===== src/rtl/slice_dispatcher.sv =====
// ---------------------------------------------------------------------------
// slice_dispatcher
//
// Pops slices from a show-ahead slice FIFO into a one-entry output buffer and
// hands each buffered slice to one idle 2nd-level parser. The buffer refills
// in the same cycle it dispatches, so one slice per cycle can stream through.
//
// Parameters
//   NUM_PARSER  number of 2nd-level parsers (2..16)
//   DATA_W      slice data width
//   POS_W       position width
//   ADDR_W      address width
//   START_IDX   first parser index searched after reset
//   ARB_MODE    0 = round-robin, 1 = fixed priority (lowest index wins)
//
// Ports
//   clk, rst_n           clock, synchronous active-low reset
//   data_in .. lit_flag_in  slice at the head of the FIFO
//   valid_in             FIFO non-empty
//   rdreq                FIFO pop, high in the cycle the slice is captured
//   stop                 halts fetching (registered before use)
//   ready                per-parser idle flags
//   data_out .. lit_flag_out  buffered slice
//   valid_out            one-hot dispatch pulse
//   idle                 buffer empty while stopped
//   dispatch_cnt         saturating count of dispatched slices
// ---------------------------------------------------------------------------
module slice_dispatcher #(
    parameter int NUM_PARSER = 6,
    parameter int DATA_W     = 144,
    parameter int POS_W      = 16,
    parameter int ADDR_W     = 17,
    parameter int START_IDX  = 0,
    parameter int ARB_MODE   = 0
) (
    input  logic                  clk,
    input  logic                  rst_n,
    input  logic [DATA_W-1:0]     data_in,
    input  logic [POS_W-1:0]      position_in,
    input  logic [ADDR_W-1:0]     address_in,
    input  logic [2:0]            garbage_in,
    input  logic                  lit_flag_in,
    input  logic                  valid_in,
    output logic                  rdreq,
    input  logic                  stop,
    input  logic [NUM_PARSER-1:0] ready,
    output logic [DATA_W-1:0]     data_out,
    output logic [POS_W-1:0]      position_out,
    output logic [ADDR_W-1:0]     address_out,
    output logic [2:0]            garbage_out,
    output logic                  lit_flag_out,
    output logic [NUM_PARSER-1:0] valid_out,
    output logic                  idle,
    output logic [31:0]           dispatch_cnt
);

    localparam int PTR_W = (NUM_PARSER > 1) ? $clog2(NUM_PARSER) : 1;
    localparam logic [PTR_W:0] NP = (PTR_W+1)'(NUM_PARSER);

    logic [PTR_W-1:0]        ptr;
    logic [PTR_W-1:0]        base;
    logic [PTR_W-1:0]        off;
    logic [PTR_W-1:0]        grant_idx;
    logic [PTR_W-1:0]        next_idx;
    logic [PTR_W:0]          sum;
    logic [PTR_W:0]          sum_next;
    logic [2*NUM_PARSER-1:0] ready_x2;
    logic [NUM_PARSER-1:0]   ready_rot;
    logic [NUM_PARSER-1:0]   grant;
    logic                    any_ready;
    logic                    buf_valid;
    logic                    stop_reg;
    logic                    disp;

    // Arbiter: rotate ready so the search origin lands on bit 0, take the
    // lowest set bit, then rotate the offset back to an absolute index.
    // Fixed priority is simply a search that always starts at index 0.
    always_comb begin
        base      = (ARB_MODE == 1) ? '0 : ptr;
        ready_x2  = {ready, ready};
        ready_rot = NUM_PARSER'(ready_x2 >> base);
        any_ready = |ready;

        off = '0;
        for (int i = NUM_PARSER - 1; i >= 0; i--) begin
            if (ready_rot[i]) off = i[PTR_W-1:0];
        end

        sum = {1'b0, base} + {1'b0, off};
        if (sum >= NP) sum = sum - NP;
        grant_idx = sum[PTR_W-1:0];

        sum_next = {1'b0, grant_idx} + (PTR_W+1)'(1);
        if (sum_next >= NP) sum_next = '0;
        next_idx = sum_next[PTR_W-1:0];

        grant = '0;
        for (int i = 0; i < NUM_PARSER; i++) begin
            grant[i] = any_ready && (grant_idx == i[PTR_W-1:0]);
        end
    end

    // Handshake: rst_n gates both dispatch and pop so nothing leaves the block
    // or the FIFO while reset is held. stop only blocks popping, so a slice
    // already buffered still drains.
    always_comb begin
        disp      = rst_n & buf_valid & any_ready;
        rdreq     = rst_n & valid_in & ~stop_reg & (~buf_valid | disp);
        valid_out = disp ? grant : '0;
        idle      = ~buf_valid & stop_reg;
    end

    // Buffer, round-robin pointer, stop register and dispatch counter.
    always_ff @(posedge clk) begin
        if (!rst_n) begin
            buf_valid    <= 1'b0;
            data_out     <= '0;
            position_out <= '0;
            address_out  <= '0;
            garbage_out  <= '0;
            lit_flag_out <= 1'b0;
            ptr          <= PTR_W'(START_IDX);
            stop_reg     <= 1'b0;
            dispatch_cnt <= '0;
        end else begin
            stop_reg <= stop;

            if (rdreq) begin
                buf_valid    <= 1'b1;
                data_out     <= data_in;
                position_out <= position_in;
                address_out  <= address_in;
                garbage_out  <= garbage_in;
                lit_flag_out <= lit_flag_in;
            end else if (disp) begin
                buf_valid <= 1'b0;
            end

            if (disp && (ARB_MODE == 0)) ptr <= next_idx;

            if (disp && (dispatch_cnt != 32'hFFFF_FFFF)) begin
                dispatch_cnt <= dispatch_cnt + 32'd1;
            end
        end
    end

endmodule


===== config.mk =====
export PLATFORM = sky130hd
export DESIGN_NAME = slice_dispatcher
export DESIGN_NICKNAME = d
export VERILOG_FILES = /design/src/rtl/slice_dispatcher.sv
export SDC_FILE = /design/constraint.sdc
export NUM_CORES = 1
export LEC_CHECK = 0
export CAP_MARGIN = 20
export CORE_AREA = 4 4 159 161
export CTS_BUF_LIST = sky130_fd_sc_hd__clkbuf_8
export DETAILED_ROUTE_END_ITERATION = 10
export DIE_AREA = 0 0 163 165
export DONT_BUFFER_PORTS = 1
export PLACE_DENSITY_LB_ADDON = 0.25
export SLEW_MARGIN = 20
export SYNTH_ARGS = -nofsm -noshare
export SYNTH_HDL_FRONTEND = slang
export SYNTH_SLANG_ARGS = --single-unit

===== constraint.sdc =====
create_clock -name clk -period 7.7 [get_ports clk]
set_input_delay 0.385 -clock clk [delete_from_list [all_inputs] [get_ports clk]]
set_output_delay 0.385 -clock clk [all_outputs]
set_load 0.1 [all_outputs]

# Word-level counts from Yosys, hierarchy flattened
# Index checks and enable logic that the tools add are counted.
dict set report classes {
  n_addsub 4
  magnitude_cmp 2
  n_eq_ne 6
  n_shift 1
  muxes 11
  bitwise_logic 9
  reduce_logical 10
}
# op n
set ops {}
lappend ops {{32-bit by 1-bit adder with 32-bit output (second input constant)} 1}
lappend ops {{32-bit inequality test (second input constant)} 1}
lappend ops {{3-bit 2-to-1 mux} 8}
lappend ops {{12-bit by 3-bit >> shifter with 6-bit output} 1}
lappend ops {{4-bit by 3-bit >= comparator with 1-bit output (second input constant)} 2}
lappend ops {{1-bit logical AND} 7}
lappend ops {{1-bit bitwise AND} 6}
lappend ops {{3-bit by 2-bit equality test with 1-bit output (second input constant)} 2}
lappend ops {{3-bit equality test (second input constant)} 2}
lappend ops {{6-bit 2-to-1 mux} 1}
lappend ops {{6-bit OR reduction} 1}
lappend ops {{3-bit by 1-bit adder with 4-bit output (second input constant)} 1}
lappend ops {{3-bit by 3-bit adder with 4-bit output} 1}
lappend ops {{3-bit by 1-bit equality test with 1-bit output (second input constant)} 1}
lappend ops {{3-bit zero test} 1}
lappend ops {{3-bit subtractor (second input constant)} 1}
lappend ops {{1-bit 2-to-1 mux} 2}
lappend ops {{1-bit inverter} 2}
lappend ops {{2-bit nonzero test} 1}
lappend ops {{1-bit bitwise OR} 1}
dict set report word_totals {
  ff_bits 218
  in_bits 191
  word_cells 52
}

# Logic depth before layout (Yosys ltp)
dict set report logic_depth {
  ltp_word 13
  ltp_mapped 18
  ltp_nobuf 17
}

# Least setup slack after synthesis
# OpenSTA, ideal clock, no wires.
dict set report synth_timing {
  kind {register to output}
  startpoint {reg ptr[1], in the netlist base[1]}
  endpoint {out valid_out[1]}
  t_arrival_ps 4793
  required_time_ps 7315
  slack_ps 2522
  stages_incl_launch_ff 15
  path_buffers 1
  cell_sequence {dfxtp_1 > clkbuf_1 > mux2_2 > mux2i_1 > mux2_2 > nand2_1 > a21oi_1 > ha_1 > a21o_1 > a21oi_1 > mux2i_1 > inv_1 > ha_1 > nand2_1 > nor3_1}
}
dict set report synth_via {
  elab_chain_cells 13
}
# element line_no
set synth_rtl {}
lappend synth_rtl {{start, declared} 60} ;# logic [PTR_W-1:0] ptr;
lappend synth_rtl {{start signal, assigned} 122} ;# ptr <= PTR_W'(START_IDX);
lappend synth_rtl {{start signal, assigned} 139} ;# if (disp && (ARB_MODE == 0)) ptr <= next_idx;
lappend synth_rtl {{12-bit by 3-bit >> shifter with 6-bit output} 81} ;# ready_rot = NUM_PARSER'(ready_x2 >> base);
lappend synth_rtl {{3-bit 2-to-1 mux (6 in series)} 86} ;# if (ready_rot[i]) off = i[PTR_W-1:0];
lappend synth_rtl {{3-bit by 3-bit adder with 4-bit output (*)} 89} ;# sum = {1'b0, base} + {1'b0, off};
lappend synth_rtl {{4-bit by 3-bit >= comparator with 1-bit output or 3-bit subtractor (tied branches)} 90} ;# if (sum >= NP) sum = sum - NP;
lappend synth_rtl {{3-bit 2-to-1 mux (*)} 90}
lappend synth_rtl {{3-bit by 1-bit equality test with 1-bit output (*)} 99} ;# grant[i] = any_ready && (grant_idx == i[PTR_W-1:0]);
lappend synth_rtl {{1-bit logical AND (*)} 99}
lappend synth_rtl {{6-bit 2-to-1 mux (*)} 109} ;# valid_out = disp ? grant : '0;
lappend synth_rtl {{end, declared} 52} ;# output logic [NUM_PARSER-1:0] valid_out,
# Every way passes the cells marked *; elsewhere a longest branch is shown, timed or not.

# Final worst setup path
dict set report layout_timing {
  startpoint {reg ptr[1], in the netlist base[1]}
  endpoint {out valid_out[3]}
}
dict set report layout_via {
  elab_chain_cells 13
}
# element line_no
set layout_rtl {}
lappend layout_rtl {{12-bit by 3-bit >> shifter with 6-bit output} 81}
lappend layout_rtl {{3-bit 2-to-1 mux (6 in series)} 86}
lappend layout_rtl {{3-bit by 3-bit adder with 4-bit output (*)} 89}
lappend layout_rtl {{4-bit by 3-bit >= comparator with 1-bit output or 3-bit subtractor (tied branches)} 90}
lappend layout_rtl {{3-bit 2-to-1 mux (*)} 90}
lappend layout_rtl {{3-bit by 2-bit equality test with 1-bit output (*)} 99}
lappend layout_rtl {{1-bit logical AND (*)} 99}
lappend layout_rtl {{6-bit 2-to-1 mux (*)} 109}
# Marks and branches as above.

==> results.toml <==
[status]
outcome = "finished clean"

[placement]
port_buffers = 0
finalWeightedCongestion = 0.7719
detailed_place_hpwl_um = 17780
preCtsSetupSlack_ns = 3.422

[logic_synthesis]
post_synth_num_cell_types = 51
yosysWarningCount = 0
post_synth_edffs = 0
post_synthesis_mean_instance_area_um2 = 7.963
synth_sequential_area_ratio = 0.5103
synth_async_sr_flop_share = 0
netlist_instances = 1074
synth_top_flop_cell = "dfxtp_1"
postSynthNetCount = 1276
ys_ff_latch = 218
netlist_area_um2 = 8552

[detailed_routing]
dr.pass1.iters = 5
detailed_route_wire_length_um = 28320
route.detailed.vias_per_inst = 5.117
detail_route.drc_violations = 0
postRouteAntennaNets = 0
drtIter0Drc = 593
dr_total_vias = 8106
routedWlPerCell_um = 17.88

[critical_path]
rr_endpoint = "base[0]"
r2r_cells = 16
worst-r2r-setup-slack_ns = 3.81
critical_path_class = "reg2out"
worstSetupStartpointType = "register"
arrival_time_of_the_worst_setup_path_ns = 4.54
cp_data_required_time_ns = 7.32
timing.critical_path.cells = "mux2_2 -> mux2i_1 -> mux2i_1 -> o21ai_0 -> a31oi_1 -> ha_1 -> fa_1 -> xnor2_1 -> nand2_1 -> mux2i_1 -> ha_1 -> ha_1 -> and2_1"
crit_path_top_delay_cell = "and2_1"
timing.critical_path.fanout_max = 10
critical_path_sink_type = "output port"
r2r-start = "base[1]"
cpPeakStageDelay_ns = 0.76

[global_route]
first_global_vias = 7851
grt_first_pass_wirelength_um = 42050
gr-usage-all-layers = 0.1912
remaining_overflow_grt = 0
number_of_antenna_violations_at_the_first_check_in_global_routing = 0
grt_start_max_net_pins = 134

[timing]
max_clock_freq_mhz = 203.2
rsz0062_at_grt = "no"
drv_slew = 0
final_hold_viol_count = 0
period_minus_slack_ns = 4.920
post-route-worst-setup-slack_ns = 2.780
worst_clock_skew_ns = 0.01005
setup_viol = 0
timing.slew.headroom = 0.2325
setup_total_negative_slack_ns = 0
tightestPinTransition_ns = 1.150
finalCritPeriodShare = 0.6390

[power]
share_clk_of_total_power = 0.358
power.static_leakage_nw = 4.086
internal_power_mw = 1.816
power_frac_comb = 0.098
power_switching_share = 0.3439
power-per-cell-area_nw_per_um2 = 244.7
ir_worst_vdd_mv = 0.1603
total_switching_power_mw = 0.9515
proportion_of_power_drawn_by_flip_flops_and_latches = 0.544
power_mw = 2.767

[finish]
layout-drive-gt1-share = 0.08095
flow.area_growth_from_synthesis_pct = 32.22
final_nets = 1439
utilization = 0.4719
num_antenna_cells = 0
reg_top3 = "data_out x144, dispatch_cnt x32, address_out x17"
regMostFlops = "data_out"
nFillCells = 2264
number_of_flip_flops_under_the_largest_register_name = 144

[floorplan]
die_w_um = 163
rows = 57
initial_utilization = 0.3569
boundaryPins = 412
die_y_um = 165
die_area_um2 = 26900
core_area_um2 = 23960

[clock_network]
clk-insertion-delay-late_ns = 0.52
clock_sinks = 218
numCtsBuffers = 39
cts_resized = 0
ctsLongestPathBuffers = 3
clkSlewWorstSetupHoldPaths_ns = 0.06
clock_tree.htree_level_count = 2
ctsHoldBuffers = 173
tritoncts = "built"
cts.root.buffer_cell = "clkbuf_8"
postCtsSetupBuffers = 0

[min_path]
worst_hold_path.endpoint = "data_out[79]"
hp-start = "data_in[79]"
number_of_instances_on_the_worst_hold_path = 2
hold_class = "in2reg"

[flow_run]
drv.max_cap_violation_count = 0
## worst max path at each step
stage	slack, ns	endpoint	cells past startpoint	startpoint
floorplan	2.52	valid_out[1]	14	base[1]
CTS	2.78	valid_out[3]	13	base[1]
detailed placement	3.42	valid_out[3]	13	base[1]
global route	2.42	valid_out[3]	13	base[1]
global placement	3.48	valid_out[3]	12	base[1]
finish	2.78	valid_out[3]	13	base[1]
## kinds of logic (layout without fill, tap and decap cells)
| family | Yosys count | after routing | synth area share |
|---|---|---|---|
| muxes | 20 | 20 | 0.02502 |
| adders and majority gates | 11 | 11 | 0.01697 |
| xor gates and xnor gates | 6 | 6 | 0.006145 |
| DFF | 218 | 218 | 0.5103 |
| AOI/OAI and AO/OA | 250 | 250 | 0.1650 |
| buffers and inverters | 79 | 265 | 0.03921 |
| and+or+nand+nor | 490 | 490 | 0.2373 |
## cells in the final DEF (no fill, tap or decap), types with 19 or more instances in the layout
master / instances
dlygate4sd3_1: 175
nor2_1: 21
nand2_1: 393
clkbuf_8: 44
inv_1: 19
nand3_1: 19
a21oi_1: 198
dfxtp_1: 218
## power by group through the flow
stage          sequential, mW  combinational (mW)  clock, mW
2_1_floorplan            1.51               0.161          0
3_3_place_gp             1.53               0.187          0
3_5_place_dp             1.53               0.192          0
4_1_cts                  1.51               0.268       1.02
5_1_grt                  1.51               0.300       1.08
6_report                 1.51               0.271      0.990
## critical path: cells and delay by family (launching register included)
kind            cells  cell delay (ns)
compound gates      2             0.35
flops               1             0.57
mux                 4             1.03
xor+xnor            1             0.24
simple gates        2             0.87
fa+ha+maj           4             0.95
## per-layer routing
layer	part of all wire	vias up	GRT usage	wire length, µm
met5	0	-	0	0
met4	0.036	0	0.08464	1027
met3	0.10	79	0.07462	2928
met2	0.49	393	0.3291	13910
met1	0.37	3700	0.2093	10460
li1	-	3934	-	-
## final cells by class
cell class | instances | area (µm²) | area share
multi-input combinational | 777 | 3872 | 0.3425
sequential | 218 | 4364 | 0.3860
clock buffer | 44 | 605.6 | 0.05356
tap | 324 | 405.4 | 0.03585
timing repair buffer | 193 | 1926 | 0.1703
inverter | 8 | 40.04 | 0.003541
clock inverter | 20 | 93.84 | 0.008299
## synth_stat cells, types with 5 or more instances
master / count / area, µm²
nand2_1: 393 / 1475
dfxtp_1: 218 / 4364
a21oi_1: 198 / 991.0
clkbuf_1: 53 / 198.9
nor2_1: 23 / 86.33
nand3_1: 19 / 95.09
o21ai_0: 15 / 75.07
or3_1: 15 / 93.84
buf_2: 12 / 60.06
mux2_2: 11 / 123.9
ha_1: 10 / 125.1
nor3_1: 10 / 50.05
mux2i_1: 9 / 90.09
inv_1: 7 / 26.28
nand4_1: 6 / 37.54
o41ai_1: 6 / 52.55
a21oi_2: 5 / 43.79
o311ai_0: 5 / 43.79
or4_1: 5 / 37.54
## through the flow
step | instance area [µm²] | hold WS (ns) | cells
floorplan | 8552 | 0.4726 | 1074
global placement | 8852 | 0.5131 | 1345
detailed placement | 8852 | 0.5163 | 1345
CTS | 11280 | 0.004436 | 1582
global route | 11310 | 0.01773 | 1584
finish | 11310 | 0.05053 | 1584
No activity file was read; power rests on OpenSTA's default activity.
